### src/rtl/spi_host_tx_byte_select.sv
// Byte serializer for the SPI host TX path: buffers 32-bit words with byte enables
// and emits only the enabled bytes, one per handshake, to the shift engine.
module spi_host_tx_byte_select #(
  parameter int unsigned Depth     = 4,
  parameter bit          ByteOrder = 1'b1
) (
  input  logic                           clk_i,
  input  logic                           rst_i,
  input  logic [31:0]                    word_i,
  input  logic [3:0]                     word_be_i,
  input  logic                           word_valid_i,
  input  logic                           flush_i,
  output logic [7:0]                     byte_o,
  output logic                           byte_valid_o,
  input  logic                           byte_ready_i,
  output logic                           byte_last_o,
  output logic [$clog2(Depth+1)-1:0]     depth_o,
  output logic                           full_o,
  output logic                           empty_o,
  output logic                           overflow_o
);

  localparam int unsigned CW = $clog2(Depth + 1);
  localparam int unsigned PW = $clog2(Depth);

  logic [31:0]   mem_data [Depth];
  logic [3:0]    mem_be   [Depth];
  logic [PW-1:0] rd_ptr, wr_ptr;
  logic [CW-1:0] count;
  logic [31:0]   stg_data;
  logic [3:0]    stg_mask;
  logic          overflow;

  logic [3:0]    sel;
  logic          single, hs, load, write, fifo_empty, room;
  logic          pop, bypass, push, drop;

  function automatic logic [PW-1:0] ptr_next(input logic [PW-1:0] p);
    return (p == PW'(Depth - 1)) ? '0 : p + PW'(1);
  endfunction

  // One-hot pick of the next lane to emit from the remaining mask.
  always_comb begin
    sel = '0;
    if (ByteOrder) begin
      for (int i = 3; i >= 0; i--) begin
        if (stg_mask[i]) sel = 4'(1 << i);
      end
    end else begin
      for (int i = 0; i < 4; i++) begin
        if (stg_mask[i]) sel = 4'(1 << i);
      end
    end
  end

  always_comb begin
    byte_o = '0;
    for (int i = 0; i < 4; i++) begin
      if (sel[i]) byte_o = byte_o | stg_data[8*i +: 8];
    end
  end

  always_comb begin
    single     = ((stg_mask & (stg_mask - 4'd1)) == 4'd0) && (stg_mask != 4'd0);
    hs         = (stg_mask != 4'd0) && byte_ready_i;
    load       = (stg_mask == 4'd0) || (hs && single);
    write      = word_valid_i && (word_be_i != 4'd0) && !flush_i;
    fifo_empty = (count == '0);
    room       = (count < CW'(Depth));
    pop        = load && !fifo_empty && !flush_i;
    // An empty FIFO lets a write go straight to the stage with no extra cycle.
    bypass     = load && fifo_empty && write;
    push       = write && !bypass && (room || pop);
    drop       = write && !bypass && !(room || pop);
  end

  assign byte_valid_o = (stg_mask != 4'd0);
  assign byte_last_o  = single;
  assign depth_o      = count;
  assign full_o       = (count == CW'(Depth));
  assign empty_o      = (count == '0) && (stg_mask == 4'd0);
  assign overflow_o   = overflow;

  always_ff @(posedge clk_i) begin
    if (push) begin
      mem_data[wr_ptr] <= word_i;
      mem_be[wr_ptr]   <= word_be_i;
    end
  end

  always_ff @(posedge clk_i or posedge rst_i) begin
    if (rst_i) begin
      rd_ptr   <= '0;
      wr_ptr   <= '0;
      count    <= '0;
      stg_data <= '0;
      stg_mask <= '0;
      overflow <= 1'b0;
    end else if (flush_i) begin
      rd_ptr   <= '0;
      wr_ptr   <= '0;
      count    <= '0;
      stg_mask <= '0;
      overflow <= 1'b0;
    end else begin
      overflow <= drop;
      if (push) wr_ptr <= ptr_next(wr_ptr);
      if (pop)  rd_ptr <= ptr_next(rd_ptr);
      count <= count + CW'(push) - CW'(pop);
      if (load) begin
        if (pop) begin
          stg_data <= mem_data[rd_ptr];
          stg_mask <= mem_be[rd_ptr];
        end else if (bypass) begin
          stg_data <= word_i;
          stg_mask <= word_be_i;
        end else begin
          stg_mask <= '0;
        end
      end else if (hs) begin
        stg_mask <= stg_mask & ~sel;
      end
    end
  end

endmodule
### config.mk
export PLATFORM = sky130hd
export DESIGN_NAME = spi_host_tx_byte_select
export DESIGN_NICKNAME = d
export VERILOG_FILES = /design/src/rtl/spi_host_tx_byte_select.sv
export SDC_FILE = /design/constraint.sdc
export NUM_CORES = 1
export LEC_CHECK = 0
export BUFFER_PORTS_ARGS = -buffer_cell sky130_fd_sc_hd__buf_2
export CORE_MARGIN = 8
export CORE_UTILIZATION = 60
export CTS_BUF_LIST = sky130_fd_sc_hd__clkbuf_4 sky130_fd_sc_hd__clkbuf_8 sky130_fd_sc_hd__clkbuf_16
export DETAILED_ROUTE_END_ITERATION = 12
export GPL_TIMING_DRIVEN = 0
export HOLD_SLACK_MARGIN = 0.03
export PLACE_DENSITY = 0.87
export SLEW_MARGIN = 20
export SYNTH_ARGS = -nofsm -noshare
export SYNTH_HDL_FRONTEND = slang
export SYNTH_SLANG_ARGS = --single-unit
### constraint.sdc
create_clock -name clk_i -period 3.7 [get_ports clk_i]
set_input_delay 0.185 -clock clk_i [delete_from_list [all_inputs] [get_ports clk_i]]
set_output_delay 0.185 -clock clk_i [all_outputs]
set_load 0.02 [all_outputs]
==> flow_summary.json <==
{
  "clkSlewWorstSetupHoldPaths_ns": 0.06,
  "cts.sinks": 188,
  "postCtsHoldBufs": 35,
  "r2r_setup_slack_ns": 0.29,
  "via_per_inst": 6.330,
  "rsz0062_at_grt": "no",
  "diodes": 0,
  "slowest_stage": "clkbuf_1",
  "arrival_ns": 3.71,
  "slew_headroom": 0.4428,
  "report.final.setup_viol": 0,
  "core-area_um2": 13090,
  "die-area_um2": 17150,
  "synth_edf_count": 144,
  "die_w_um": 131.0,
  "max_stage_delay_ns": 0.50,
  "fp.dieH_um": 131.0,
  "wl_per_cell_um": 23.16,
  "skew_ns": 0.008791,
  "placementRows": 42,
  "drcViolationCount": 0,
  "io_pins": 57,
  "path_cells": "clkbuf_1 -> nor3_1 -> clkbuf_1 -> clkbuf_1 -> nor3_1 -> ha_1 -> inv_1 -> ha_1 -> inv_1 -> fa_1 -> xnor2_1 -> nor2_1",
  "dpl.hpwl_mm": 11.66,
  "drv_cap": 0,
  "leakagePower_nw": 3.290,
  "nNetsFinal": 622,
  "syn_avg_cell_area_um2": 17.24,
  "area_growth_pct": 19.25,
  "drt-total-wl_mm": 17.67,
  "place.gp.congestion": 0.8222,
  "post-route-util": 0.7226,
  "drt-initial-drc-count": 498,
  "grt_pass1_vias": 5117,
  "overflow": 0,
  "ys_seq_area_frac": 0.6842,
  "syn_area_um2": 7929,
  "hold_path.class": "input pin to flop",
  "min_to": "mem_be[0][2]",
  "io_buffers": 55,
  "synth-main-ff-cell": "edfxtp_1",
  "h-tree-depth": 4,
  "status": "finished clean",
  "timing.hold.ws_ns": 0.04133,
  "ys_warn_count": 0,
  "post_cts_buffers": 0,
  "clk_path_buf_depth": 2,
  "hold_violations": 0,
  "antenna_found_initial": 0,
  "ant_nets": 0,
  "synthCells": 460,
  "ir_drop_mv": 0.3591,
  "cts_tree": "built",
  "synth_top_area_share": 0.5454,
  "crit_top_cell": "clkbuf_1",
  "worst-setup-path-type": "flop to flop",
  "timing.rr.start": "depth_o[2]",
  "slew_violations": 0,
  "r2r_cells": 12,
  "finalSetupTns_ns": 0,
  "cts_buffers": 17,
  "drive_above_1_share": 0.3015,
  "max_freq_mhz": 293.5,
  "worstMarginPinSlew_ns": 0.8358,
  "yosys-top-cells-area": "edfxtp_1, dfrtp_1, mux4_2",
  "synth_top_cell_by_area": "edfxtp_1",
  "ys_ff_latch": 188,
  "fin_crit_sh": 0.9210,
  "grt_max_degree": 37,
  "async_flop_share": 0.2340,
  "vias": 4830,
  "crit_fanout": 10,
  "cts_root_buf": "clkbuf_16",
  "initial_utilization": 0.6059,
  "track_usage": 0.2235,
  "ctsResizeCount": 0,
  "crit_required_ns": 4.00,
  "fin_crit_ns": 3.408,
  "hold_start": "word_be_i[2]",
  "reg2reg_to": "depth_o[2]",
  "ys_types": 47,
  "clock_latency_ns": 0.43,
  "syn_nets": 508,
  "detail_route.first_pass.iterations": 5,
  "endpoint_kind": "flop",
  "p_per_area_nw_per_um2": 753.8,
  "min_path_cells": 1,
  "start_kind": "flop",
  "grt_first_pass_wirelength_mm": 28.18
}
==> where the power goes <==
group	total (mW)	switching [mW]	internal, mW
clock network	1.74	0.750	0.989
logic	2.53	1.41	1.12
registers	2.86	0.225	2.63
==> layout by cell type, fill, tap and decap left out, drive strengths merged, types with 2 or more instances in the layout <==
cell type / synthesis / layout
a211oi: 2 / 2
a21oi: 17 / 17
a2bb2oi: 32 / 32
a32o: 3 / 3
and2: 3 / 3
and3: 5 / 5
buf: 16 / 76
bufinv: 0 / 2
clkbuf: 17 / 35
clkinv: 1 / 10
clkinvlp: 0 / 2
dfrtp: 44 / 44
dlygate4sd3: 0 / 35
edfxtp: 144 / 144
ha: 6 / 6
inv: 6 / 7
mux4: 36 / 36
nand2: 28 / 28
nand2b: 2 / 2
nand3: 4 / 4
nand3b: 8 / 8
nor2: 9 / 9
nor2b: 2 / 2
nor3: 3 / 3
o21ai: 13 / 13
o221ai: 2 / 2
o22ai: 32 / 32
or2: 3 / 3
or4b: 2 / 2
xnor2: 3 / 3
xor2: 3 / 3
==> through the flow <==
step,power (mW),worst slack [ns],area (µm²),cells
after floorplan,4.637,0.7830,7929,460
after global placement,5.216,0.04626,8424,691
after detailed placement,5.371,0.2776,8544,696
after CTS,7.144,0.2955,9455,763
after global routing,7.428,0.04841,9455,763
final,7.127,0.2923,9455,763
==> kinds of logic (layout without fill, tap and decap cells) <==
logic type,Yosys count,count (layout),share of synthesized area
AO/OA/AOI/OAI,108,108,0.1212
buffers and inverters,40,167,0.02367
multiplexers,37,37,0.1035
flip-flops,188,188,0.6842
XOR/XNOR,6,6,0.006629
adder cells (fa/ha/maj),8,8,0.01326
AND/OR/NAND/NOR,73,73,0.04750
==> flip-flops by register name (all words and copies together), names as in the netlist <==
name / flops
depth_o: 3
mem_be: 16
mem_data: 128
overflow_o: 1
rd_ptr: 2
stg_data: 32
stg_mask: 4
wr_ptr: 2
==> worst max-delay path: cells and delay by family, from the launching register on <==
family / cells / cell delay (ns)
XOR/XNOR: 1 / 0.16
adder cells (fa/ha/maj): 3 / 0.85
buffers and inverters: 5 / 1.29
flip-flops: 1 / 0.37
AND/OR/NAND/NOR: 3 / 0.60
==> routing by layer <==
metal,vias to the layer above,wire (µm),share of wire,global-route usage
met5,-,0,0,0
met1,2476,6807,0.39,0.2801
met4,0,553,0.031,0.1067
met3,42,1256,0.071,0.04505
met2,237,9058,0.51,0.3676
li1,2075,-,-,-
==> how the worst max path moves through the flow <==
stage	end	from
2_1_floorplan	mem_be[0][0]	stg_mask[0]
5_1_grt	depth_o[2]	depth_o[2]
6_report	depth_o[2]	depth_o[2]
4_1_cts	depth_o[2]	depth_o[2]
3_3_place_gp	mem_data[1][15]	stg_mask[0]
3_5_place_dp	depth_o[2]	depth_o[2]
==> Yosys cell counts (4+ instances only) <==
| library cell | count |
|---|---|
| o21ai_0 | 13 |
| nand3b_1 | 8 |
| edfxtp_1 | 144 |
| nand3_1 | 4 |
| a21oi_1 | 17 |
| and3_1 | 5 |
| dfrtp_1 | 44 |
| ha_1 | 6 |
| nand2_1 | 28 |
| buf_2 | 9 |
| o22ai_1 | 32 |
| inv_1 | 6 |
| nor2_1 | 9 |
| a2bb2oi_2 | 30 |
| clkbuf_1 | 17 |
| mux4_2 | 36 |
==> area by class of cell <==
| cell class | count | area, µm² |
|---|---|---|
| Buffer | 33 | 161.4 |
| Clock buffer | 18 | 432.9 |
| Clock inverter | 14 | 127.6 |
| Fill cell | 766 | 3630 |
| Inverter | 7 | 26.28 |
| Multi-Input combinational cell | 232 | 2321 |
| Sequential cell | 188 | 5425 |
| Tap cell | 176 | 220.2 |
| Timing Repair Buffer | 95 | 740.7 |
Note: power is estimated with default switching activity, not from simulation.
